==> config.mk <==
export PLATFORM = sky130hd
export DESIGN_NAME = fragment_writer_flat
export DESIGN_NICKNAME = d
export VERILOG_FILES = /design/src/rtl/gfx_pkg.sv /design/src/rtl/fragment_writer_if.sv /design/src/rtl/fragment_fifo.sv /design/src/rtl/fragment_writer.sv /design/src/flat_wrapper.sv
export SDC_FILE = /design/constraint.sdc
export NUM_CORES = 1
export LEC_CHECK = 0
export BUFFER_PORTS_ARGS = -buffer_cell sky130_fd_sc_hd__buf_2
export CAP_MARGIN = 20
export CORE_MARGIN = 4
export CORE_UTILIZATION = 54
export CTS_BUF_LIST = sky130_fd_sc_hd__clkbuf_4 sky130_fd_sc_hd__clkbuf_8 sky130_fd_sc_hd__clkbuf_16
export DETAILED_ROUTE_END_ITERATION = 6
export PLACE_DENSITY_LB_ADDON = 0.3
export SYNTH_ARGS = -nofsm -noshare
export SYNTH_HDL_FRONTEND = slang
export SYNTH_SLANG_ARGS = --single-unit
==> constraint.sdc <==
create_clock -name i_clk -period 16 [get_ports i_clk]
set_input_delay 0.8 -clock i_clk [delete_from_list [all_inputs] [get_ports i_clk]]
set_output_delay 0.8 -clock i_clk [all_outputs]
set_load 0.01 [all_outputs]
==> src/rtl/gfx_pkg.sv <==
// Shared graphics definitions: screen defaults, framebuffer address width,
// writer state encoding, the packed fragment record and the pixel address helper.
package gfx_pkg;

  localparam int DEFAULT_SCREEN_WIDTH  = 320;
  localparam int DEFAULT_SCREEN_HEIGHT = 240;
  localparam int DEFAULT_COLOR_W       = 8;
  localparam int FB_ADDR_W             = 17;

  localparam logic [31:0] ZB_CLEAR_VALUE = 32'd0;

  typedef enum logic {
    S_IDLE,
    S_CLEAR
  } writer_state_e;

  typedef struct packed {
    logic [FB_ADDR_W-1:0]       addr;
    logic [31:0]                z;
    logic [DEFAULT_COLOR_W-1:0] color;
  } fragment_t;

  // Linear address y*width + x, wrapped to the framebuffer address width.
  function automatic logic [FB_ADDR_W-1:0] pixelAddr(input logic [15:0] x,
                                                     input logic [15:0] y,
                                                     input int width);
    return FB_ADDR_W'(y) * FB_ADDR_W'(width) + FB_ADDR_W'(x);
  endfunction

endpackage

==> src/rtl/fragment_writer_if.sv <==
// Framebuffer/zbuffer write port between fragment_writer (master) and the
// memory side (slave); zbuffer address and strobe always mirror the framebuffer.
interface fragment_writer_if #(
  parameter int COLOR_W = gfx_pkg::DEFAULT_COLOR_W
);

  logic [gfx_pkg::FB_ADDR_W-1:0] o_fb_addr;
  logic [COLOR_W-1:0]            o_fb_data;
  logic                          o_fb_we;
  logic                          i_fb_ready;
  logic [gfx_pkg::FB_ADDR_W-1:0] o_zb_addr;
  logic [31:0]                   o_zb_data;
  logic                          o_zb_we;

  modport master (
    output o_fb_addr, o_fb_data, o_fb_we, o_zb_addr, o_zb_data, o_zb_we,
    input  i_fb_ready
  );

  modport slave (
    input  o_fb_addr, o_fb_data, o_fb_we, o_zb_addr, o_zb_data, o_zb_we,
    output i_fb_ready
  );

endinterface

==> src/rtl/fragment_fifo.sv <==
// Synchronous FIFO of packed fragments. The caller never pushes when full
// nor pops when empty; a push and a pop in the same cycle keep occupancy.
module fragment_fifo #(
  parameter type T     = gfx_pkg::fragment_t,
  parameter int  DEPTH = 8
) (
  input  logic i_clk,
  input  logic i_rst_n,
  input  logic i_push,
  input  T     i_data,
  input  logic i_pop,
  output T     o_data,
  output logic o_full,
  output logic o_empty
);

  localparam int PTR_W = $clog2(DEPTH);
  localparam int CNT_W = PTR_W + 1;

  T                 mem_q [DEPTH];
  logic [PTR_W-1:0] wrPtr_q;
  logic [PTR_W-1:0] rdPtr_q;
  logic [CNT_W-1:0] count_q;

  always_ff @(posedge i_clk) begin
    if (!i_rst_n) begin
      wrPtr_q <= '0;
      rdPtr_q <= '0;
      count_q <= '0;
    end else begin
      if (i_push) wrPtr_q <= wrPtr_q + 1'b1;
      if (i_pop)  rdPtr_q <= rdPtr_q + 1'b1;
      case ({i_push, i_pop})
        2'b10:   count_q <= count_q + 1'b1;
        2'b01:   count_q <= count_q - 1'b1;
        default: ;
      endcase
    end
  end

  always_ff @(posedge i_clk) begin
    if (i_push) mem_q[wrPtr_q] <= i_data;
  end

  assign o_data  = mem_q[rdPtr_q];
  assign o_full  = (count_q == CNT_W'(DEPTH));
  assign o_empty = (count_q == '0);

endmodule

==> src/rtl/fragment_writer.sv <==
// Commits rasterizer fragments to framebuffer/zbuffer through a small FIFO and
// a one-entry output slot, with a full-screen clear sweep. Stats: FRAGMENT_WRITER_STATS_EN.
module fragment_writer
  import gfx_pkg::*;
#(
  parameter int SCREEN_WIDTH  = DEFAULT_SCREEN_WIDTH,
  parameter int SCREEN_HEIGHT = DEFAULT_SCREEN_HEIGHT,
  parameter int FIFO_DEPTH    = 8,
  parameter int COLOR_W       = DEFAULT_COLOR_W
) (
  input  logic                  i_clk,
  input  logic                  i_rst_n,
  input  logic                  i_clear,
  input  logic [COLOR_W-1:0]    i_clear_color,
  input  logic                  i_write,
  input  logic [31:0]           i_point,
  input  logic [31:0]           i_zdata,
  input  logic [COLOR_W-1:0]    i_color,
  fragment_writer_if.master     mem,
  output logic                  o_full,
  output logic                  o_overflow,
  output logic                  o_busy,
  output logic [31:0]           o_frag_count,
  output logic [31:0]           o_drop_count
);

  localparam logic [FB_ADDR_W-1:0] LAST_ADDR = FB_ADDR_W'(SCREEN_WIDTH * SCREEN_HEIGHT - 1);

  typedef struct packed {
    logic [FB_ADDR_W-1:0] addr;
    logic [31:0]          z;
    logic [COLOR_W-1:0]   color;
  } frag_t;

  logic [15:0]   pointX;
  logic [15:0]   pointY;
  logic          inBounds;
  logic          push;
  logic          pop;
  logic          drop;
  logic          accept;
  logic          slotFree;
  logic          fifoFull;
  logic          fifoEmpty;
  frag_t         fragIn;
  frag_t         fragHead;

  writer_state_e        state_q;
  logic                 clearPending_q;
  logic [COLOR_W-1:0]   clearColor_q;
  logic                 overflow_q;
  logic                 slotValid_q;
  logic [FB_ADDR_W-1:0] slotAddr_q;
  logic [COLOR_W-1:0]   slotColor_q;
  logic [31:0]          slotZ_q;

  assign pointX   = i_point[15:0];
  assign pointY   = i_point[31:16];
  // Off-screen fragments vanish here; they are neither queued nor drops.
  assign inBounds = ({16'd0, pointX} < 32'(SCREEN_WIDTH)) &&
                    ({16'd0, pointY} < 32'(SCREEN_HEIGHT));
  assign push     = i_write && inBounds && !fifoFull;
  assign drop     = i_write && inBounds && fifoFull;

  assign fragIn.addr  = pixelAddr(pointX, pointY, SCREEN_WIDTH);
  assign fragIn.z     = i_zdata;
  assign fragIn.color = i_color;

  assign accept   = slotValid_q && mem.i_fb_ready;
  assign slotFree = !slotValid_q || accept;
  assign pop      = (state_q == S_IDLE) && slotFree && !fifoEmpty;

  fragment_fifo #(
    .T     (frag_t),
    .DEPTH (FIFO_DEPTH)
  ) u_fifo (
    .i_clk   (i_clk),
    .i_rst_n (i_rst_n),
    .i_push  (push),
    .i_data  (fragIn),
    .i_pop   (pop),
    .o_data  (fragHead),
    .o_full  (fifoFull),
    .o_empty (fifoEmpty)
  );

  always_ff @(posedge i_clk) begin
    if (!i_rst_n) begin
      state_q        <= S_IDLE;
      clearPending_q <= 1'b0;
      clearColor_q   <= '0;
      overflow_q     <= 1'b0;
      slotValid_q    <= 1'b0;
      slotAddr_q     <= '0;
      slotColor_q    <= '0;
      slotZ_q        <= '0;
    end else begin
      if (drop) overflow_q <= 1'b1;
      if (i_clear && !clearPending_q) begin
        clearPending_q <= 1'b1;
        clearColor_q   <= i_clear_color;
      end
      case (state_q)
        S_IDLE: begin
          if (pop) begin
            slotValid_q <= 1'b1;
            slotAddr_q  <= fragHead.addr;
            slotColor_q <= fragHead.color;
            slotZ_q     <= fragHead.z;
          end else if (clearPending_q && fifoEmpty && slotFree) begin
            // The slot itself is the sweep counter for the clear.
            state_q     <= S_CLEAR;
            slotValid_q <= 1'b1;
            slotAddr_q  <= '0;
            slotColor_q <= clearColor_q;
            slotZ_q     <= ZB_CLEAR_VALUE;
          end else if (accept) begin
            slotValid_q <= 1'b0;
          end
        end
        S_CLEAR: begin
          if (accept) begin
            if (slotAddr_q == LAST_ADDR) begin
              state_q        <= S_IDLE;
              slotValid_q    <= 1'b0;
              clearPending_q <= 1'b0;
            end else begin
              slotAddr_q <= slotAddr_q + 1'b1;
            end
          end
        end
      endcase
    end
  end

  assign mem.o_fb_addr = slotAddr_q;
  assign mem.o_fb_data = slotColor_q;
  assign mem.o_fb_we   = slotValid_q;
  assign mem.o_zb_addr = slotAddr_q;
  assign mem.o_zb_data = slotZ_q;
  assign mem.o_zb_we   = slotValid_q;

  assign o_full     = fifoFull;
  assign o_overflow = overflow_q;
  assign o_busy     = !fifoEmpty || clearPending_q || (state_q == S_CLEAR) || slotValid_q;

`ifdef FRAGMENT_WRITER_STATS_EN
  logic [31:0] fragCount_q;
  logic [31:0] fragCount_d;
  logic [31:0] dropCount_q;
  logic [31:0] dropCount_d;

  // Only slot contents written from S_IDLE are real fragments.
  always_comb begin
    fragCount_d = fragCount_q;
    dropCount_d = dropCount_q;
    if (accept && (state_q == S_IDLE) && (fragCount_q != '1)) fragCount_d = fragCount_q + 32'd1;
    if (drop && (dropCount_q != '1)) dropCount_d = dropCount_q + 32'd1;
  end

  always_ff @(posedge i_clk) begin
    if (!i_rst_n) begin
      fragCount_q <= '0;
      dropCount_q <= '0;
    end else begin
      fragCount_q <= fragCount_d;
      dropCount_q <= dropCount_d;
    end
  end

  assign o_frag_count = fragCount_q;
  assign o_drop_count = dropCount_q;
`else
  assign o_frag_count = '0;
  assign o_drop_count = '0;
`endif

endmodule

==> src/flat_wrapper.sv <==
// flat-port wrapper written by rule: the top's interface ports become plain ports
module fragment_writer_flat import gfx_pkg::*;
#(
  parameter int SCREEN_WIDTH  = DEFAULT_SCREEN_WIDTH,
  parameter int SCREEN_HEIGHT = DEFAULT_SCREEN_HEIGHT,
  parameter int FIFO_DEPTH    = 8,
  parameter int COLOR_W       = DEFAULT_COLOR_W
)
  (i_clk, i_rst_n, i_clear, i_clear_color, i_write, i_point, i_zdata, i_color, o_full, o_overflow, o_busy, o_frag_count, o_drop_count, mem_o_fb_addr, mem_o_fb_data, mem_o_fb_we, mem_o_zb_addr, mem_o_zb_data, mem_o_zb_we, mem_i_fb_ready);
  fragment_writer_if #(.COLOR_W(COLOR_W)) mem_i ();
  input  logic i_clk;
  input  logic i_rst_n;
  input  logic i_clear;
  input  logic [COLOR_W-1:0] i_clear_color;
  input  logic i_write;
  input  logic [31:0] i_point;
  input  logic [31:0] i_zdata;
  input  logic [COLOR_W-1:0] i_color;
  output logic o_full;
  output logic o_overflow;
  output logic o_busy;
  output logic [31:0] o_frag_count;
  output logic [31:0] o_drop_count;
  output wire logic [$bits(mem_i.o_fb_addr)-1:0] mem_o_fb_addr;
  output wire logic [$bits(mem_i.o_fb_data)-1:0] mem_o_fb_data;
  output wire logic [$bits(mem_i.o_fb_we)-1:0] mem_o_fb_we;
  output wire logic [$bits(mem_i.o_zb_addr)-1:0] mem_o_zb_addr;
  output wire logic [$bits(mem_i.o_zb_data)-1:0] mem_o_zb_data;
  output wire logic [$bits(mem_i.o_zb_we)-1:0] mem_o_zb_we;
  input wire logic [$bits(mem_i.i_fb_ready)-1:0] mem_i_fb_ready;
  assign mem_o_fb_addr = mem_i.o_fb_addr;
  assign mem_o_fb_data = mem_i.o_fb_data;
  assign mem_o_fb_we = mem_i.o_fb_we;
  assign mem_o_zb_addr = mem_i.o_zb_addr;
  assign mem_o_zb_data = mem_i.o_zb_data;
  assign mem_o_zb_we = mem_i.o_zb_we;
  assign mem_i.i_fb_ready = mem_i_fb_ready;
  fragment_writer #(.SCREEN_WIDTH(SCREEN_WIDTH), .SCREEN_HEIGHT(SCREEN_HEIGHT), .FIFO_DEPTH(FIFO_DEPTH), .COLOR_W(COLOR_W)) u_core (.i_clk(i_clk), .i_rst_n(i_rst_n), .i_clear(i_clear), .i_clear_color(i_clear_color), .i_write(i_write), .i_point(i_point), .i_zdata(i_zdata), .i_color(i_color), .mem(mem_i), .o_full(o_full), .o_overflow(o_overflow), .o_busy(o_busy), .o_frag_count(o_frag_count), .o_drop_count(o_drop_count));
endmodule
Word-level counts from Yosys, hierarchy flattened
Memories as Yosys holds them, arrays and structs flattened. A register that Yosys moved wholly into a read port is not among the register bits.
Index checks and enable logic that the tools add are counted.
{ "word_totals": {"memories": 1, "in_bits": 85, "out_inout_bits": 143, "ff_bits": 79, "ram_bits": 456} }
{ "mem_list": {"columns": ["name", "words", "width", "rd", "rd_ports_with_merged_regs", "wr", "line_no", "text"], "rows": [
  ["u_core.u_fifo.mem_q", 8, 57, 1, 1, 1, "fragment_fifo.sv:20", "T mem_q [DEPTH];"]
]} }
{ "op_classes": {"magnitude_cmp": 2, "n_mul": 1, "n_mux": 29, "n_reduce_logical": 24, "n_addsub": 6, "n_bitwise": 1, "n_eq_ne": 9} }
{ "ops": {"columns": ["operator", "count"], "rows": [
  ["two-way mux 17 bit", 4],
  ["two-way mux 32 bit", 2],
  ["one-hot mux 17 bit (2 select lines)", 1],
  ["adder 17 x 1 -> 17 bit (second input constant)", 1],
  ["adder 17 x 16 -> 17 bit", 1],
  ["== test 17 bit (second input constant)", 1],
  ["< comparator 16 x 8 -> 1 bit (second input constant)", 1],
  ["< comparator 16 x 9 -> 1 bit (second input constant)", 1],
  ["multiplier 16 x 3 -> 11 bit (second input constant)", 1],
  ["two-way mux 8 bit", 2],
  ["two-way mux 1 bit", 15],
  ["logical AND 1 bit", 10],
  ["one-hot mux 4 bit (2 select lines)", 1],
  ["adder 3 x 1 -> 3 bit (second input constant)", 2],
  ["two-way mux 3 bit", 2],
  ["AND reduction 3 bit", 2],
  ["adder 4 x 1 -> 4 bit (second input constant)", 1],
  ["== test 4 bit (second input constant)", 1],
  ["zero test 1 bit", 4],
  ["zero test 4 bit", 1],
  ["logical OR 1 bit", 4],
  ["inequality test 2 bit (second input constant)", 2],
  ["inequality test 4 x 3 -> 1 bit (second input constant)", 1],
  ["one-hot mux 1 bit (2 select lines)", 2],
  ["other kinds (8)", 9]
]} }

Logic depth before layout (Yosys ltp)
{ "logic_depth": {"ltp_word": 6, "mapped_depth": 13, "mapped_depth_nobuf": 13} }

Cells and area by module
From an unflattened synthesis, not the netlist that was laid out.
{ "unflattened": {"cells_unflattened": 1272, "area_unflattened_um2": 22449.0} }
{ "modules_own_cells": {"columns": ["mod", "instances", "seq_area_each_um2", "cells_each", "area_per_inst_um2"], "rows": [
  ["fragment_fifo", 1, 13953.4, 730, 17742.0],
  ["fragment_writer", 1, 1381.3, 542, 4707.0]
]} }

Worst setup path after synthesis
Ideal clock, no wire load.
{ "synth_path": {"kind": "in2reg", "start": "input i_point[15]", "end": "memory u_core.u_fifo.mem_q[6][0] (netlist bit) (enable)", "stages": 5, "required_time_ns": 15.446, "t_arrival_ns": 6.142, "n_path_buf": 0, "path_slack_ns": 9.304, "cell_sequence": "nor4b_1 > nand4_1 > nor3_1 > nand2_1 > nor3b_1"} }
{ "synth_between": {"elab_chain_len": 6} }
{ "synth_lines": {"columns": ["item", "line_no", "text"], "rows": [
  ["start: declaration", "flat_wrapper.sv:16", "input logic [31:0] i_point;"],
  ["< comparator 16 x 9 -> 1 bit", "fragment_writer.sv:60", "assign inBounds = ({16'd0, pointX} < 32'(SCREEN_WIDTH)) &&"],
  ["logical AND 1 bit", "fragment_writer.sv:60", null],
  ["logical AND 1 bit (2 in a row)", "fragment_writer.sv:62", "assign push = i_write && inBounds && !fifoFull;"],
  ["two-way mux 1 bit", "fragment_fifo.sv:42", "if (i_push) mem_q[wrPtr_q] <= i_data;"],
  ["two-way mux 1 bit (implied by the code)", "fragment_fifo.sv:42", null],
  ["end: declaration", "fragment_fifo.sv:20", null]
]} }
No other way between the ends.

Worst setup path in the final report
{ "layout_path": {"start": "register u_core.state_q", "end": "register u_core.u_fifo.count_q[2]"} }
{ "layout_between": {"elab_chain_len": 5, "elab_cells_between_ends": 7, "classes_between": "2 x eq/ne; 1 x mux; 1 x bitwise; 3 x reduce/logical"} }
{ "layout_lines": {"columns": ["item", "line_no", "text"], "rows": [
  ["start: declaration", "fragment_writer.sv:48", "writer_state_e state_q;"],
  ["start signal: assignment", "fragment_writer.sv:89", "state_q <= S_IDLE;"],
  ["start signal: assignment", "fragment_writer.sv:112", "state_q <= S_CLEAR;"],
  ["start signal: assignment", "fragment_writer.sv:124", "state_q <= S_IDLE;"],
  ["inverter 1 bit (*)", "fragment_writer.sv:71", "assign pop = (state_q == S_IDLE) && slotFree && !fifoEmpty;"],
  ["logical AND 1 bit (*) (2 in a row)", "fragment_writer.sv:71", null],
  ["named net u_core.pop", "fragment_writer.sv:39", "logic pop;"],
  ["== test 2 x 1 -> 1 bit / == test 2 bit (equally long branches)", "fragment_fifo.sv:33", "case ({i_push, i_pop})"],
  ["one-hot mux 4 bit (2 select lines) / nonzero test 2 bit (equally long branches)", null, null],
  ["end signal: assignment", "fragment_fifo.sv:34", "2'b10: count_q <= count_q + 1'b1;"],
  ["end signal: assignment", "fragment_fifo.sv:35", "2'b01: count_q <= count_q - 1'b1;"],
  ["end: declaration", "fragment_fifo.sv:23", "logic [CNT_W-1:0] count_q;"]
]} }
The timed path passes the listed nets; every way through them passes the cells marked *.
A chain may end at the register's enable or synchronous reset.

==> impl_metrics.tcl <==
set metrics [dict create \
    worst-path-buf-inv 2 \
    rows 74 \
    setup_viol 0 \
    slowest_stage "dfxtp_1" \
    critPathArrivalTime_ps 4490 \
    final_layout_size_suffix_gt1_share_pct 27.7 \
    synthTopCellsByArea "edfxtp_1 (62%), mux4_2 (12%), dfxtp_1 (7.4%)" \
    path_delay_family "buffers and inverters" \
    finalCritPeriodShare_pct 25.0 \
    leakage_nw 8.48 \
    synthTopCellsByCount "edfxtp_1 (456), mux4_2 (114), buf_4 (82), dfxtp_1 (82), mux2i_1 (61)" \
    vdd_ir_drop_max_v 0.000131 \
    cap_violations 0 \
    synth_cells 1297 \
    synth_cell_types 65 \
    place_ws_ps 11630 \
    drtIter0Drc 865 \
    path_clk_slew_ps 60 \
    yosysTopAreaCell "edfxtp_1" \
    core_um2 40800 \
    die_w_um 211 \
    synth_most_common_cell "edfxtp_1" \
    ys.flop_type "edfxtp_1" \
    clock.fmax_mhz 250 \
    rsz0062_at_grt "false" \
    post_drt_via_cell_ratio 5.78 \
    syn-cell-area_um2 22300 \
    cts_setup_buffers 0 \
    htreeDepth 2 \
    cts_tree "yes" \
    numClockSinks 538 \
    min_path_type "reg -> reg" \
    worst-path-max-fanout 62 \
    fin_util_pct 61.6 \
    gp_congestion 0.799 \
    syn_to_final_growth_pct 13.0 \
    max_stage_delay_ps 830 \
    grt_pass1_wl_mm 70.4 \
    hold_depth 2 \
    clkLatencyLatePin_ps 580 \
    remaining_drc_errors 0 \
    grt_max_degree 63 \
    antenna_found_initial 4 \
    powerDensity_nw_per_um2 147 \
    critPathKind "reg -> reg" \
    holdBufCountCts 0 \
    wire_per_inst_um 22.8 \
    grt_pass1_vias 11800 \
    fill_cells 2951 \
    cts_made_buffers 53 \
    yosysTopAreaCellShare_pct 61.5 \
    drt_pass1_iterations 7 \
    ctsResizeCount 0 \
    final_max_slew_viol_count 0 \
    synth-seq-cells 538 \
    clk_path_buf_depth 3 \
    die-height_um 211 \
    routed_wl_mm 46.2 \
    port_buffers 163 \
    drtAntennaViolNets 0 \
    n_antenna_cell 0 \
    tns_ps 0 \
    clock_skew_ps 22.1 \
    avgSynthCellArea_um2 17.2 \
    dieArea_um2 44500 \
    reg2reg_slack_ps 12000 \
    endpoint_kind "flip-flop" \
    track_usage_pct 20.5 \
    final_hold_viol_count 0 \
    cts_root_buf "clkbuf_16" \
    r2r_cells 10 \
    gr-total-overflow 0 \
    async_reset_ff_share_pct 0 \
    startpoint_type "flip-flop" \
    ioPinCount 228 \
    status "finished, final reports clean" \
    required_ps 16490 \
    synth_edf_count 456 \
    fin_nets 1572 \
    start_util_pct 54.5 \
    worst_pin_slew_ps 947 \
    fin_crit_ps 4000 \
    dp_hpwl_mm 26.9 \
    yosysWarnings 0 \
    maxSlewHeadroom_pct 36.9 \
    synth-seq-area-share_pct 68.9 \
    worstPathCellList "or3_2 > buf_4 > clkinv_1 > ha_1 > xor2_1 > ha_1 > a21oi_1 > xor2_1 > or3_1 > a21boi_0" \
    crit_cells 10 \
    vias 11700 \
    fin_ws_ps 12000 \
]
tightest hold or removal path: stages (launching register included):
cell and delay (ps):
dfxtp_1 310, nand3_1 50, o21ai_0 60
state kept, by name (all words and copies together) (netlist names), named ones only:
name,flops
u_core.u_fifo.mem_q,456
u_core.o_overflow,1
u_core.mem.o_zb_data,32
u_core.state_q,1
u_core.mem.o_fb_data,8
u_core.u_fifo.rdPtr_q,3
u_core.mem.o_fb_addr,17
u_core.clearPending_q,1
u_core.mem.o_fb_we,1
u_core.u_fifo.count_q,4
u_core.u_fifo.wrPtr_q,3
u_core.clearColor_q,8
per-stage QoR:
| stage | power [mW] | hold WS, ps | instances | instance area, µm² |
|---|---|---|---|---|
| 2_1_floorplan | 2.21 | 467 | 1360 | 22500 |
| 5_1_grt | 3.86 | 479 | 2029 | 25100 |
| 3_5_place_dp | 2.44 | 470 | 1929 | 23300 |
| 6_report | 3.68 | 471 | 2029 | 25100 |
| 4_1_cts | 3.71 | 461 | 2028 | 25100 |
| 3_3_place_gp | 2.42 | 460 | 1929 | 23300 |
cells by family (layout without fill, tap and decap cells):
family	after synthesis	in the layout	share of synthesized area [%]
flops	538	538	68.9
simple gates	212	212	5.00
mux	181	181	14.6
buf+inv	162	299	4.36
compound gates	145	145	4.22
fa+ha+maj	34	34	1.98
xor+xnor	24	24	0.944
other cells	1	64	0.0168
worst paths after layout:
path | from | to
setup reg to reg | u_core.state_q$_SDFF_PN0_ | u_core.u_fifo.count_q[2]$_SDFFE_PN0P_
setup / recovery | u_core.state_q$_SDFF_PN0_ | u_core.u_fifo.count_q[2]$_SDFFE_PN0P_
hold / removal | u_core.mem.o_fb_data[4]$_SDFFE_PN0P_ | u_core.mem.o_fb_data[4]$_SDFFE_PN0P_
hold reg to reg | u_core.mem.o_fb_data[4]$_SDFFE_PN0P_ | u_core.mem.o_fb_data[4]$_SDFFE_PN0P_
cells in the final DEF, fill, tap and decap left out, drive strengths merged, types with 3 or more instances in the layout:
| master | n |
|---|---|
| buf | 186 |
| inv | 15 |
| nor2 | 55 |
| o31ai | 5 |
| or3 | 8 |
| a21o | 3 |
| nor3 | 12 |
| mux4 | 114 |
| a32o | 15 |
| a21oi | 50 |
| o22ai | 10 |
| o21a | 4 |
| nand2b | 4 |
| nor4b | 3 |
| nand2 | 33 |
| clkbuf | 77 |
| and2 | 7 |
| mux2i | 61 |
| nand4 | 5 |
| and3 | 6 |
| conb | 64 |
| nor3b | 5 |
| mux2 | 6 |
| bufinv | 5 |
| a21boi | 3 |
| clkinv | 14 |
| edfxtp | 456 |
| o21ai | 33 |
| xnor2 | 16 |
| xor2 | 8 |
| nor2b | 46 |
| o21bai | 3 |
| ha | 32 |
| o32ai | 4 |
| nor4 | 4 |
| dfxtp | 82 |
| nand3 | 14 |
area by class of cell:
type / count / area, µm² / share of cell area, %
Inverter: 14 / 52.6 / 0.209
Tap cell: 532 / 666 / 2.65
Timing Repair Buffer: 186 / 1000 / 3.98
Sequential cell: 538 / 15300 / 61.0
Clock inverter: 22 / 239 / 0.950
Clock buffer: 77 / 1590 / 6.33
Multi-Input combinational cell: 660 / 6250 / 24.8
where the power goes:
part | internal, mW | switching (mW) | total, mW
registers | 1.61 | 0.0724 | 1.68
clock network | 0.770 | 0.501 | 1.27
logic | 0.293 | 0.442 | 0.734
layer usage:
layer	share of wire (%)	routed length [µm]	track usage [%]
met1	43	19900	29.9
met2	49	22600	33.4
met3	6.3	2920	3.73
met4	1.4	657	3.82
met5	0.13	60	0
Power figures use the tool's default switching activity.
